[src/rtl/half_pkg.sv]
// Shared half-precision helpers: ordered compare keys and NaN detection.
package half_pkg;

    typedef logic [15:0] half_t;

    localparam half_t      HALF_POS_ZERO = 16'h0000;
    localparam half_t      HALF_NEG_ZERO = 16'h8000;
    localparam logic [4:0] HALF_EXP_MAX  = 5'h1F;

    function automatic logic half_is_nan(input half_t h);
        return (h[14:10] == HALF_EXP_MAX) && (h[9:0] != '0);
    endfunction

    // Maps a non-NaN half onto an unsigned key whose order matches numeric order.
    function automatic logic [15:0] half_order_key(input half_t h);
        half_t c;
        c = (h == HALF_NEG_ZERO) ? HALF_POS_ZERO : h;
        return c[15] ? ~c : (c | 16'h8000);
    endfunction

endpackage

[src/rtl/half_greater.sv]
// Combinational strict a > b for halves; NaN sorts below every non-NaN value.
module half_greater
    import half_pkg::*;
(
    input  logic [15:0] a,
    input  logic [15:0] b,
    output logic        gt
);

    always_comb begin
        gt = 1'b0;
        if (!half_is_nan(a)) begin
            gt = half_is_nan(b) || (half_order_key(a) > half_order_key(b));
        end
    end

endmodule

[src/rtl/half_classify.sv]
// Captures predictor scores, scans them one per cycle for the arg-max and
// keeps saturating image / correct counters for accuracy runs.
module half_classify
    import half_pkg::*;
#(
    parameter  int OUTPUT_NODES = 10,
    parameter  int CNT_W        = 16,
    localparam int IDX_W        = (OUTPUT_NODES > 1) ? $clog2(OUTPUT_NODES) : 1
) (
    input  logic              clk,
    input  logic              rst,
    input  logic              done_in,
    input  logic [15:0]       y [OUTPUT_NODES],
    input  logic [IDX_W-1:0]  label,
    input  logic              clear_stats,
    output logic              busy,
    output logic              valid,
    output logic [IDX_W-1:0]  class_idx,
    output logic [15:0]       class_val,
    output logic              correct,
    output logic [CNT_W-1:0]  image_count,
    output logic [CNT_W-1:0]  correct_count,
    output logic              overrun
);

    typedef enum logic [1:0] {IDLE, SCAN, REPORT} state_t;

    state_t             state, state_nxt;
    half_t              cap [OUTPUT_NODES];
    logic [IDX_W-1:0]   cap_label;
    half_t              best;
    logic [IDX_W-1:0]   best_idx;
    logic [IDX_W-1:0]   ptr;
    logic               cand_gt;
    logic               capture;
    logic               last;

    half_greater u_cmp (
        .a  (cap[ptr]),
        .b  (best),
        .gt (cand_gt)
    );

    assign capture = done_in && (state != SCAN);
    assign last    = (ptr == IDX_W'(OUTPUT_NODES - 1));

    always_comb begin
        state_nxt = state;
        case (state)
            IDLE:    if (done_in) state_nxt = (OUTPUT_NODES == 1) ? REPORT : SCAN;
            SCAN:    if (last) state_nxt = REPORT;
            REPORT:  state_nxt = done_in ? ((OUTPUT_NODES == 1) ? REPORT : SCAN) : IDLE;
            default: state_nxt = IDLE;
        endcase
    end

    always_ff @(posedge clk) begin
        if (rst) begin
            state     <= IDLE;
            cap_label <= '0;
            best      <= '0;
            best_idx  <= '0;
            ptr       <= '0;
            class_idx <= '0;
            class_val <= '0;
            for (int unsigned i = 0; i < OUTPUT_NODES; i++) cap[i] <= '0;
        end else begin
            state <= state_nxt;
            if (capture) begin
                for (int unsigned i = 0; i < OUTPUT_NODES; i++) cap[i] <= y[i];
                cap_label <= label;
                best      <= y[0];
                best_idx  <= '0;
                ptr       <= IDX_W'(1);
                if (OUTPUT_NODES == 1) begin
                    class_idx <= '0;
                    class_val <= y[0];
                end
            end else if (state == SCAN) begin
                ptr <= ptr + 1'b1;
                if (cand_gt) begin
                    best     <= cap[ptr];
                    best_idx <= ptr;
                end
                // Result registers load once so they hold steady outside REPORT.
                if (last) begin
                    class_idx <= cand_gt ? ptr : best_idx;
                    class_val <= cand_gt ? cap[ptr] : best;
                end
            end
        end
    end

    always_ff @(posedge clk) begin
        if (rst || clear_stats) begin
            image_count   <= '0;
            correct_count <= '0;
            overrun       <= 1'b0;
        end else begin
            if (state == REPORT) begin
                if (image_count != '1) image_count <= image_count + 1'b1;
                if (correct && (correct_count != '1)) correct_count <= correct_count + 1'b1;
            end
            if (done_in && (state == SCAN)) overrun <= 1'b1;
        end
    end

    assign valid   = (state == REPORT);
    assign busy    = (state == SCAN);
    assign correct = valid && (class_idx == cap_label);

endmodule

[config.mk]
export PLATFORM = sky130hd
export DESIGN_NAME = half_classify
export DESIGN_NICKNAME = d
export VERILOG_FILES = /design/src/rtl/half_pkg.sv /design/src/rtl/half_greater.sv /design/src/rtl/half_classify.sv
export SDC_FILE = /design/constraint.sdc
export NUM_CORES = 1
export LEC_CHECK = 0
export BUFFER_PORTS_ARGS = -buffer_cell sky130_fd_sc_hd__buf_2
export CAP_MARGIN = 20
export CELL_PAD_IN_SITES_DETAIL_PLACEMENT = 1
export CELL_PAD_IN_SITES_GLOBAL_PLACEMENT = 1
export CORE_MARGIN = 3
export CORE_UTILIZATION = 48
export DETAILED_ROUTE_END_ITERATION = 6
export GPL_TIMING_DRIVEN = 0
export PLACE_DENSITY = 0.95
export SYNTH_ARGS = -nofsm -noshare
export SYNTH_HDL_FRONTEND = slang
export SYNTH_SLANG_ARGS = --single-unit
[constraint.sdc]
create_clock -name clk -period 11.87 [get_ports clk]
set_input_delay 1.187 -clock clk [delete_from_list [all_inputs] [get_ports clk]]
set_output_delay 1.187 -clock clk [all_outputs]
set_load 0.1 [all_outputs]
### Word-level counts from Yosys, hierarchy flattened

Memories as Yosys holds them, arrays and structs flattened.
Cells that the tools add are included.

* bits in registers: 83
* bits in writable memories: 160
* input bits: 168
* memories kept: 1

* $add $sub $neg: 3
* order comparisons: 1
* equality and inequality tests: 13
* muxes and demuxes: 30
* bitwise gates (word level): 13
* reduce and logical (&&, ||, !) cells: 17

Memories
* cap: words 10, width 16, read ports 1, clocked after Yosys merged registers in 0, wr ports 10, RTL line half_classify.sv:29 `half_t cap [OUTPUT_NODES];`

Operators by type and width (count)
* $mux W16: 17
* $add A16 B1 Y16 const B: 2
* $eq A16 B16 Y1 const B: 2
* $ne A16 B16 Y1 const B: 2
* $not A16 Y16: 2
* $reduce_bool A10 Y1: 2
* $gt A16 B16 Y1: 1
* $eq A5 B5 Y1 const B: 2
* $or A1 B1 Y1: 10
* $mux W1: 9
* $logic_and A1 B1 Y1: 6
* $pmux W2 S3: 1
* $reduce_and A2 Y1: 3
* $add A4 B1 Y4 const B: 1
* $eq A4 B4 Y1: 1
* $eq A4 B4 Y1 const B: 1
* $mux W2: 2
* $mux W4: 1
* $ne A2 B1 Y1 const B: 2
* $reduce_and A3 Y1: 1
* $eq A2 B1 Y1 const B: 1
* $eq A2 B2 Y1 const B: 1
* $logic_not A2 Y1: 1
* $logic_or A1 B1 Y1: 2
* other kinds (4): 4

### Longest topological paths before layout

Gate-level depths: netlist of run 1.
An unclocked memory read counts as a cell.

* word-level depth: 11
* mapped depth: 21
* depth with buffers taken out: 16

### Hierarchy

From an unflattened synthesis of run 1, not the netlist that was laid out.

* cells, all modules: 1015
* area, all modules: 11940.2 µm²

Modules (own cells, without submodules)
* half_classify: instances 1, cells each 888, area each 11068.1 µm²
* half_greater: instances 1, cells each 127, area each 872.1 µm²

### Worst setup path before layout of run 1

OpenSTA, ideal clock, no wires.

* path kind: reg-to-reg
* start point: reg ptr[0]
* end point: reg class_idx[1]
* library setup time: 0.091 ns
* arrival time: 5.804 ns
* path slack: 5.975 ns
* cell stages (with the launch flop): 20
* buffers on the path: 5
* cells stage by stage: dfxtp_1 buf_2 clkbuf_1 mux2_2 nand2_1 o31ai_1 or4_1 or4_1 nor4_1 clkbuf_1 nor2_1 ha_1 a2111oi_0 o21ai_0 o311ai_0 and3_1 clkbuf_1 clkbuf_1 o31ai_1 a311oi_1

* longest elaborated chain between the ends: 9

Ends and longest elaborated chain
* start, declared: RTL line half_classify.sv:33 `logic [IDX_W-1:0] ptr;`
* start signal, assigned: RTL line half_classify.sv:80 `ptr <= ptr + 1'b1;`
* $mem_v2 Z10 W16
* $eq A16 B16 Y1: RTL line half_pkg.sv:17 `c = (h == HALF_NEG_ZERO) ? HALF_POS_ZERO : h;`
* $mux W16: RTL line half_pkg.sv:17
* $not A16 Y16: RTL line half_pkg.sv:18 `return c[15] ? ~c : (c | 16'h8000);`
* $mux W16: RTL line half_pkg.sv:18
* $gt A16 B16 Y1: RTL line half_greater.sv:13 `gt = half_is_nan(b) || (half_order_key(a) > half_order_key(b));`
* $logic_or A1 B1 Y1: RTL line half_greater.sv:13
* $mux W1: RTL line half_greater.sv:12 `if (!half_is_nan(a)) begin`
* $mux W4
* end signal, assigned: RTL line half_classify.sv:87 `class_idx <= cand_gt ? ptr : best_idx;`
* end, declared: RTL line half_classify.sv:18 `output logic [IDX_W-1:0] class_idx,`

Parallel ways exist; a longest one is shown, timed or not.
A chain may end at the register's enable or synchronous reset.

### Worst setup path after layout of run 1

* start point: reg ptr[0]
* end point: reg class_idx[0]

The elaborated chain is that of the path after synthesis.

==> out/metrics.csv, run 1 <==
metric;value;unit
CP cell instances;buf_2, clkbuf_1, mux2_2, nand2_1, o31ai_1, clkbuf_2, or4_1, or4_1, nor4_1, clkbuf_1, nor2_1, ha_1, a2111oi_0, o21ai_0, o311ai_0, and3_1, clkbuf_1, clkbuf_1, o31ai_1, a311oi_1;
Initial Util;49.5;%
wire length on met3;3820;um
hold wc startpoint;best_idx[3]$_SDFFE_PP0P_;
H-tree depth;1;
reg2reg setup slack;3.60;ns
routability cong.;0.934;
crit path from;ptr[0]$_SDFFE_PP0P_;
YS warnings;0;
Net count, final;1543;
Critical Path AT;8.71;ns
vias;10500;
max cap viols;0;
Top Metal Used;met4;
most frequent cell after synthesis;and2_1;
CTS Root Cell;clkbuf_16;
largest cells by area after synthesis;edfxtp_1 (39%), dfxtp_1 (14%), and2_1 (8.3%);
post-synthesis cell area;12200;um^2
CTS clock-pin slew for the worst setup and hold paths;0.06;ns
Top delay family on crit path;buffers and inverters;
FP Rows;57;
worst hold path class;reg -> reg;
CP max FO;10;
cts bufs inserted;27;
worst r2r src;ptr[0]$_SDFFE_PP0P_;
RSZ-0062 raised after global routing;false;
Residual DRC;5;
hold depth;2;
Remaining Overflow, GRT;0;
Synthesized Nets;1286;
most frequent cells after synthesis;and2_1 (163), edfxtp_1 (160), nor2_1 (88);
vias in the first global route;11000;
Sink Count;243;
final worst slack;3.60;ns
CP dominant cell by count;clkbuf_1;
fmax;121;MHz
Detailed Place HPWL;31400;um
cell taking the most area after synthesis;edfxtp_1;
M1 WL;17000;um
top_reg_cell synth;edfxtp_1;
Crit-path slowest cell;o311ai_0;
FFs w/ async S/R, synth;0;%
CTS tree;yes;
Netlist cell types;57;
pre-CTS setup slack;4.15;ns
Post-synth EDFFs;160;
pwr/cell area;164;nW/um^2
Yosys top cell area share;39.3;%
Worst EP required;12.31;ns
fin util;59.7;%
clk_lat worst skew;0.56;ns
final worst-path cycle share;69.6;%
Die Area;27400;um^2
GRT Total Usage;33.1;%
drt first pass iters;7;
I/O pins;224;
Iteration-0 DRC Markers;1160;
Seq cells post-synth;243;
Max-slew headroom;19.1;%
Critical Path Sink Type;register;
Area Overhead vs Synth;20.5;%
post-CTS sizing;0;
worst slew pin tran;1.20;ns
via/cell ratio;6.16;
Reg2Reg Capture Point;class_idx[0]$_SDFFE_PP0P_;
clock buffer depth;3;
Pwr Total;2.41;mW
worst r2r path cells;20;
Worst IR Drop VDD;163;uV
gate count of the mapped netlist;1099;
CP max stage delay;0.85;ns
wire length of the first global-routing pass;68200;um
part of the Yosys area used for sequential elements;52.9;%
routed len/inst;27.0;um
Hold Path Sink;best_idx[3]$_SDFFE_PP0P_;
wire length on met2;23100;um
setup TNS;0;ns
CP Launch Type;register;
Slew Viols, Final;0;
Final ANT Viol Nets;0;
share of layout cells above drive strength 1;25.0;%
endpoints failing setup;0;
failing checks;design-rule violations;
initial antenna violation count;2;
final hold vios;0;
Clock Skews;0.0267;ns
Syn Area/Cell;11.1;um^2
DIE WIDTH;166;um
PortBufs;222;
Tmin final;8.27;ns
Worst Path Buf+Inv;6;
Die H;166;um
status;finished, violations left;
Post-CTS Setup Repair Bufs;0;
largest net degree at the start of global routing;97;
core area;24700;um^2
Routed WL;46100;um
Hold Slack;0.465;ns
CTS Hold Bufs;0;
critical path class;reg -> reg;
Pleak;5.94;nW
-- metrics by stage --
stage,instances,area [um^2]
after CTS,1697,14700
after global placement,1645,13700
after detailed placement,1647,13800
final,1705,14700
after floorplan,1099,12200
after global routing,1704,14700
-- worst min-delay path, delay by kind of cell, from the launching register on --
family,cells,cell delay (ns)
DFF,1,0.31
muxes,1,0.05
and+or+nand+nor,1,0.05
-- layout by cell type, fill, tap and decap left out, drive strengths merged, types with 8 or more instances in the layout --
| cell | Yosys | routed |
|---|---|---|
| buf | 21 | 246 |
| and2 | 163 | 163 |
| edfxtp | 160 | 160 |
| clkbuf | 60 | 99 |
| nor2 | 88 | 88 |
| dfxtp | 83 | 83 |
| nand2 | 63 | 63 |
| mux2i | 49 | 49 |
| mux2 | 49 | 49 |
| xor2 | 35 | 35 |
| xnor2 | 25 | 25 |
| o31ai | 21 | 21 |
| nand4 | 20 | 20 |
| or4 | 20 | 20 |
| ha | 19 | 19 |
| a22o | 18 | 18 |
| o22ai | 17 | 17 |
| nand3b | 16 | 16 |
| nand3 | 15 | 15 |
| inv | 14 | 15 |
| a21oi | 12 | 12 |
| a311oi | 11 | 11 |
| nand2b | 10 | 10 |
| and3 | 9 | 9 |
| clkinv | 0 | 9 |
| a2111oi | 8 | 8 |
| o211ai | 8 | 8 |
-- registers in the layout, summed over array words and instances (netlist names) --
| signal | flops |
|---|---|
| class_idx | 4 |
| ptr | 4 |
| best | 16 |
| state | 2 |
| overrun | 1 |
| image_count | 16 |
| best_idx | 4 |
| cap_label | 4 |
| class_val | 16 |
| correct_count | 16 |
| cap | 160 |
-- per-layer routing --
metal / up-vias / global-route usage [%]
met3: 170 / 7.46
li1: 4508 / -
met1: 5186 / 39.2
met2: 638 / 58.1
met5: - / 0
met4: 0 / 13.6
-- power breakdown --
part	internal, mW	switching [mW]	total (mW)
combinational	0.184	0.335	0.519
clock	0.522	0.363	0.885
sequential	0.964	0.0407	1.00
-- cells by family (layout without fill, tap and decap cells) --
group	count (synthesis)	in the layout	share of synthesized area [%]
simple gates	433	433	19.5
mux	98	98	8.53
flops	243	243	52.9
xor+xnor	60	60	4.30
compound gates	151	151	9.64
buf+inv	95	373	3.19
other cells	0	4	0
fa+ha+maj	19	19	1.95
-- worst max-delay path by stage --
| stage | end | slack [ns] | depth (start not counted) |
|---|---|---|---|
| floorplan | class_idx[1]$_SDFFE_PP0P_ | 5.97 | 19 |
| global placement | class_idx[0]$_SDFFE_PP0P_ | 4.35 | 19 |
| detailed placement | class_idx[0]$_SDFFE_PP0P_ | 4.15 | 19 |
| CTS | class_idx[0]$_SDFFE_PP0P_ | 4.01 | 19 |
| global route | class_idx[0]$_SDFFE_PP0P_ | 3.23 | 20 |
| finish | class_idx[0]$_SDFFE_PP0P_ | 3.60 | 20 |
-- area by class of cell --
type,instances,area (um^2)
Clock inverter,14,149
Antenna cell,4,10.0
Sequential cell,243,6470
Multi-Input combinational cell,761,5360
Tap cell,324,405
Inverter,14,57.6
Fill cell,2680,9950
Buffer,81,337
Clock buffer,36,772
Timing Repair Buffer,228,1170
Note: power is estimated with default switching activity, not from simulation.
==> run 2: changes to the inputs <==
--- a/config.mk
+++ b/config.mk
@@ -10,10 +10,10 @@
 export CELL_PAD_IN_SITES_DETAIL_PLACEMENT = 1
 export CELL_PAD_IN_SITES_GLOBAL_PLACEMENT = 1
 export CORE_MARGIN = 3
-export CORE_UTILIZATION = 48
+export CORE_UTILIZATION = 44
 export DETAILED_ROUTE_END_ITERATION = 6
 export GPL_TIMING_DRIVEN = 0
-export PLACE_DENSITY = 0.95
+export PLACE_DENSITY = 0.89
 export SYNTH_ARGS = -nofsm -noshare
 export SYNTH_HDL_FRONTEND = slang
 export SYNTH_SLANG_ARGS = --single-unit
==> constraint.sdc (replaced) <==
create_clock -name clk -period 8.57 [get_ports clk]
set_input_delay 0.857 -clock clk [delete_from_list [all_inputs] [get_ports clk]]
set_output_delay 0.857 -clock clk [all_outputs]
set_load 0.1 [all_outputs]
==> run 2 against run 1 <==
Against the previous run:
- the flow now finishes without violations
- maximum frequency grew 3.6%
- combinational power is 33% higher
- cell count grew 2.6%
- highest routed layer unchanged
==> out/metrics.csv, run 2 (same netlist as run 1, synthesis figures left out) <==
metric;value;unit;change
status;finished, final reports clean;;
fmax;125;MHz;+3.6%
Seq pwr share;44.1;%;+2.4 points
final hold vios;0;;unchanged
fin util;54.0;%;-5.7 points
vias in the first global route;10600;;-3.4%
CTS tree;yes;;
CP max stage delay;0.81;ns;-0.04 ns
Area Overhead vs Synth;19.8;%;
pwr/cell area;214;nW/um^2;+31%
Slew Viols, Final;0;;unchanged
CP max FO;10;;unchanged
Worst EP required;9.02;ns;-3.29 ns
Global Route met3 Usage;4.37;%;-3.1 points
max reg flops;160;;unchanged
H-tree depth;1;;unchanged
initial antenna violation count;1;;-1
share of layout cells above drive strength 1;24.3;%;-0.64 points
pre-CTS setup slack;0.782;ns;-3.37 ns
Comb power frac;22.0;%;+0.5 points
GRT Total Usage;26.4;%;-6.7 points
busiest grt layer;met2;;
most frequent cells in the layout;buf_2 (240), and2_1 (163), edfxtp_1 (160), nor2_1 (88), dfxtp_1 (83);;
cts bufs inserted;27;;unchanged
dpl cell area;13800;um^2;+0.47%
setup TNS;0;ns;unchanged
reg2reg setup slack;0.59;ns;-3.01 ns
clk_lat worst skew;0.55;ns;about the same
RSZ-0062 raised after global routing;false;;
Sink Count;243;;unchanged
worst slew pin tran;1.28;ns;+0.0780 ns
Die Area;29800;um^2;+8.8%
Residual DRC;0;;-5
Routed WL;41000;um;-11%
post-CTS sizing;0;;unchanged
Tmin final;7.98;ns;-0.285 ns
FP Rows;60;;+5.3%
endpoints failing setup;0;;unchanged
Top delay family on crit path;simple AND/OR/NAND/NOR gates;;
vias;10000;;-4.6%
Remaining Overflow, GRT;0;;unchanged
Die H;173;um;+4.3%
most common cell after layout, fill and taps aside;buf_2;;
Worst IR Drop VDD;181;uV;+11%
Design Area, Final;14600;um^2;-0.60%
critical path class;reg -> reg;;
Critical Path Sink Type;register;;
Pwr Total;3.14;mW;+30%
Iteration-0 DRC Markers;897;;-23%
Pleak;5.85;nW;-1.5%
core area;27100;um^2;+9.8%
I/O pins;224;;unchanged
final worst slack;0.589;ns;-3.01 ns
wire length of the first global-routing pass;62300;um;-8.6%
CP Launch Type;register;;
Worst Path Buf+Inv;5;;-1
# fillers;3017;;+13%
Detailed Place HPWL;30400;um;-3.0%
Max-slew headroom;13.9;%;-5.2 points
switching pwr;974;uW;+32%
Final ANT Viol Nets;0;;unchanged
CTS clock-pin slew for the worst setup and hold paths;0.07;ns;about the same
Initial Util;45.1;%;-4.4 points
max cap viols;0;;unchanged
Biggest register;cap;;
routability cong.;0.968;;+3.7%
CP cell instances;buf_2, clkbuf_1, mux2_2, nand2_1, o31ai_1, or4_1, or4_1, nor4_1, clkbuf_1, nor2_1, ha_1, a2111oi_0, o21ai_0, o311ai_0, and3_1, clkbuf_1, clkbuf_1, o31ai_1, a311oi_1;;
Clock power frac;33.9;%;-2.8 points
CTS Hold Bufs;0;;unchanged
internal power;2.16;mW;+30%
via/cell ratio;5.73;;-7.0%
CTS Root Cell;clkbuf_16;;
Critical Path AT;8.43;ns;-0.28 ns
worst hold path class;reg -> reg;;
largest net degree at the start of global routing;89;;-8.2%
met1 Use GR;32.6;%;-6.6 points
final worst-path cycle share;93.1;%;+23 points
Net count, final;1542;;-0.065%
Clock Skews;0.0149;ns;-0.0118 ns
DIE WIDTH;173;um;+4.3%
drt first pass iters;5;;-2
routed len/inst;23.4;um;-13%
Crit-path slowest cell;o311ai_0;;
clock buffer depth;3;;unchanged
GR Layer Usage met2;46.4;%;-12 points
CP dominant cell by count;clkbuf_1;;
PortBufs;222;;unchanged
Post-CTS Setup Repair Bufs;0;;unchanged
sw frac;31.0;%;+0.37 points
[run 2: through the flow]
step | hold WS [ns] | std cells
2_1_floorplan | 0.434 | 1099
3_3_place_gp | 0.449 | 1693
6_report | 0.474 | 1749
3_5_place_dp | 0.458 | 1696
5_1_grt | 0.511 | 1749
4_1_cts | 0.472 | 1746
[run 2: power by group through the flow]
stage / registers (mW) / logic [mW] / clock network, mW
after floorplan: 1.39 / 0.444 / 0
after global placement: 1.41 / 0.643 / 0
after detailed placement: 1.41 / 0.669 / 0
after global routing: 1.39 / 0.747 / 1.12
final: 1.38 / 0.689 / 1.06
after CTS: 1.38 / 0.677 / 1.07
[run 2: routing by layer]
layer | part of all wire (%) | wire (um) | vias up
met4 | 4.0 | 1630 | 0
met5 | 0 | 0 | -
met1 | 39 | 16100 | 4922
li1 | - | - | 4513
met3 | 7.2 | 2940 | 111
met2 | 50 | 20300 | 471
[run 2: tightest hold or removal path: stages (launching register included)]
cell and delay (ns):
dfxtp_1 0.31, nand2_1 0.06, mux2i_1 0.06
[run 2: final timing paths]
check                                               from                        end  cells after the start
worst max-delay path                 ptr[0]$_SDFFE_PP0P_  class_idx[0]$_SDFFE_PP0P_                     19
worst min-delay path            best_idx[1]$_SDFFE_PP0P_   best_idx[1]$_SDFFE_PP0P_                      2
worst max register to register       ptr[0]$_SDFFE_PP0P_  class_idx[0]$_SDFFE_PP0P_                     19
worst min register to register  best_idx[1]$_SDFFE_PP0P_   best_idx[1]$_SDFFE_PP0P_                      2
[run 2: final cells by class]
type,instances,area [um^2],share of cell area [%]
tap,372,465,3.18
buffer,81,337,2.30
multi-input combinational,761,5360,36.6
antenna,1,2.50,0.0171
inverter,14,57.6,0.393
clock inverter,19,98.8,0.675
sequential,243,6470,44.2
timing repair buffer,227,1160,7.92
clock buffer,31,691,4.72
==> run 3: changes to the inputs <==
--- a/config.mk
+++ b/config.mk
@@ -10,10 +10,10 @@
 export CELL_PAD_IN_SITES_DETAIL_PLACEMENT = 1
 export CELL_PAD_IN_SITES_GLOBAL_PLACEMENT = 1
 export CORE_MARGIN = 3
-export CORE_UTILIZATION = 44
+export CORE_UTILIZATION = 40
 export DETAILED_ROUTE_END_ITERATION = 6
 export GPL_TIMING_DRIVEN = 0
-export PLACE_DENSITY = 0.89
+export PLACE_DENSITY = 0.86
 export SYNTH_ARGS = -nofsm -noshare
 export SYNTH_HDL_FRONTEND = slang
 export SYNTH_SLANG_ARGS = --single-unit
==> constraint.sdc (replaced) <==
create_clock -name clk -period 7.2 [get_ports clk]
set_input_delay 0.72 -clock clk [delete_from_list [all_inputs] [get_ports clk]]
set_output_delay 0.72 -clock clk [all_outputs]
set_load 0.1 [all_outputs]
==> run 3 against run 2 <==
Against the previous run:
- largest power group unchanged
- cell area rose by 0.23%
- die area up 9.6%
- first-iteration DRC count decreased by 23%
- count of clock-buffer cells in the layout up 8
- maximum frequency grew 18%
- critical path depth stayed put
==> out/metrics.csv, run 3 (same netlist as run 1, synthesis figures left out) <==
metric;value;unit;change
status;finished, final reports clean;;
Area Overhead vs Synth;20.1;%;
clk_lat worst skew;0.54;ns;about the same
initial antenna violation count;3;;+2
Clock Skews;0.0226;ns;+0.00773 ns
Design Area, Final;14700;um^2;+0.23%
Initial Util;40.9;%;-4.2 points
clock buffer depth;3;;unchanged
RSZ-0062 raised after global routing;false;;
cts bufs inserted;27;;unchanged
Critical Path AT;7.17;ns;-1.26 ns
I/O pins;224;;unchanged
PortBufs;222;;unchanged
worst r2r path cells;19;;unchanged
worst r2r src;ptr[0]$_SDFFE_PP0P_;;
routability cong.;0.942;;-2.7%
Post-CTS Setup Repair Bufs;0;;unchanged
Tmin final;6.74;ns;-1.24 ns
most common cell after layout, fill and taps aside;buf_2;;
Residual DRC;0;;unchanged
Die H;181;um;+4.7%
Worst IR Drop VDD;193;uV;+6.7%
Final ANT Viol Nets;0;;unchanged
Hold Slack;0.412;ns;-0.0623 ns
wire length on met3;3000;um;+1.7%
crit path from;ptr[0]$_SDFFE_PP0P_;;
Remaining Overflow, GRT;0;;unchanged
fmax;148;MHz;+18%
setup TNS;0;ns;unchanged
DIE WIDTH;181;um;+4.7%
Max-slew headroom;23.8;%;+10 points
worst hold path class;in -> reg;;
drt first pass iters;7;;+2
routed len/inst;23.3;um;-0.32%
vias;9966;;-0.51%
Reg2Reg Capture Point;class_idx[0]$_SDFFE_PP0P_;;
max cap viols;0;;unchanged
final hold vios;0;;unchanged
Seq pwr share;44.0;%;about the same
most frequent cells in the layout;buf_2 (240), and2_1 (163), edfxtp_1 (160), nor2_1 (88), dfxtp_1 (83);;
sw frac;30.7;%;-0.36 points
CTS tree;yes;;
Critical Path Sink Type;register;;
Worst EP required;7.63;ns;-1.39 ns
share of layout cells above drive strength 1;24.5;%;+0.20 points
Pwr Total;3.75;mW;+19%
dpl cell area;13900;um^2;+0.20%
critical path class;reg -> reg;;
Detailed Place HPWL;31100;um;+2.1%
Biggest register;cap;;
Slew Viols, Final;0;;unchanged
reg2reg setup slack;0.46;ns;-0.13 ns
wire length on met2;20100;um;-0.93%
pwr/cell area;255;nW/um^2;+19%
final worst-path cycle share;93.6;%;+0.52 points
worst slew pin tran;1.13;ns;-0.148 ns
wire length of the first global-routing pass;62300;um;about the same
largest net degree at the start of global routing;85;;-4.5%
Clock power frac;33.6;%;-0.3 points
endpoints failing setup;0;;unchanged
FP Rows;63;;+5.0%
CTS Root Cell;clkbuf_16;;
max reg flops;160;;unchanged
Die Area;32700;um^2;+9.6%
Comb power frac;22.4;%;+0.4 points
internal power;2.60;mW;+20%
H-tree depth;1;;unchanged
CP max FO;10;;unchanged
vias in the first global route;10500;;-1.1%
CTS clock-pin slew for the worst setup and hold paths;0.06;ns;about the same
Net count, final;1542;;unchanged
Pleak;5.87;nW;+0.37%
Critical Path End;class_idx[0]$_SDFFE_PP0P_;;
via/cell ratio;5.64;;-1.5%
Routed WL;41200;um;+0.64%
CP Launch Type;register;;
M1 WL;16500;um;+2.7%
Iteration-0 DRC Markers;687;;-23%
Sink Count;243;;unchanged
Top Metal Used;met4;;
core area;29900;um^2;+10%
switching pwr;1.15;mW;+18%
GRT Total Usage;24.2;%;-2.2 points
==> run 3: cell types whose count changed in the layout (fill, tap and decap cells not counted) <==
cell / change
clkbuf_1: +1
o311ai_1: +1
o311ai_0: -1
clkbuf_8: +1
nor4_4: +1
clkbuf_4: +2
diode_2: +2
clkbuf_2: +4
nor4_1: -1
inv_6: -1
clkinvlp_4: -2
clkinvlp_2: -2
clkinv_4: -1
clkinv_1: -5
==> run 3: worst min path at each step <==
stage | from | endpoint | slack (ns) | cells after the start
6_report | label[2] | cap_label[2]$_SDFFE_PP0P_ | 0.41 | 2
5_1_grt | label[1] | cap_label[1]$_SDFFE_PP0P_ | 0.41 | 2
4_1_cts | label[3] | cap_label[3]$_SDFFE_PP0P_ | 0.39 | 2
3_5_place_dp | best_idx[1]$_SDFFE_PP0P_ | best_idx[1]$_SDFFE_PP0P_ | 0.46 | 2
3_3_place_gp | best_idx[0]$_SDFFE_PP0P_ | best_idx[0]$_SDFFE_PP0P_ | 0.45 | 2
2_1_floorplan | best_idx[2]$_SDFFE_PP0P_ | best_idx[2]$_SDFFE_PP0P_ | 0.43 | 2
==> run 3: final cells by class <==
cell class / instances / area (um^2)
antenna: 3 / 7.51
inverter: 14 / 57.6
sequential: 243 / 6470
clock inverter: 8 / 37.5
timing repair buffer: 227 / 1160
tap: 390 / 488
multi-input combinational: 761 / 5380
clock buffer: 39 / 738
buffer: 81 / 342
fill: 3293 / 15200
==> run 3: worst max-delay path: stages (launching register included) <==
cell and delay, ns:
dfxtp_1 0.45, buf_2 0.39, clkbuf_2 0.39, mux2_2 0.42
nand2_1 0.08, o31ai_1 0.24, or4_1 0.56, or4_1 0.61
nor4_4 0.39, clkbuf_2 0.32, nor2_1 0.10, ha_1 0.33
a2111oi_0 0.33, o21ai_0 0.20, o311ai_1 0.55, and3_1 0.27
clkbuf_2 0.26, clkbuf_2 0.32, o31ai_1 0.13, a311oi_1 0.28
==> run 3: power groups by stage <==
stage	clock, mW	sequential, mW	combinational [mW]
after CTS	1.27	1.65	0.824
after global routing	1.33	1.66	0.911
after floorplan	0	1.65	0.528
after global placement	0	1.68	0.782
final	1.26	1.65	0.839
after detailed placement	0	1.68	0.813
==> run 3: per-stage QoR <==
stage	util (%)	setup WS (ns)	std cells
final	49.1	0.457	1766
after global routing	49.1	0.0207	1766
after CTS	49.1	0.0337	1762
after detailed placement	46.4	-0.806	1715
after global placement	46.2	-0.720	1711
after floorplan	-	1.30	1099
==> run 3: what timing repair did <==
item / 4_1_cts / 5_1_grt
gates resized for setup: 4 / 6
setup endpoints to repair: 40 / 18
pin swaps: 0 / 0
hold buffers: 0 / 0
==> run 3: per-layer routing <==
metal  GRT usage, %  up-vias
li1               -     4515
met1           30.9     4918
met2           41.6      437
met3           4.01       96
met4           8.84        0
met5              0        -
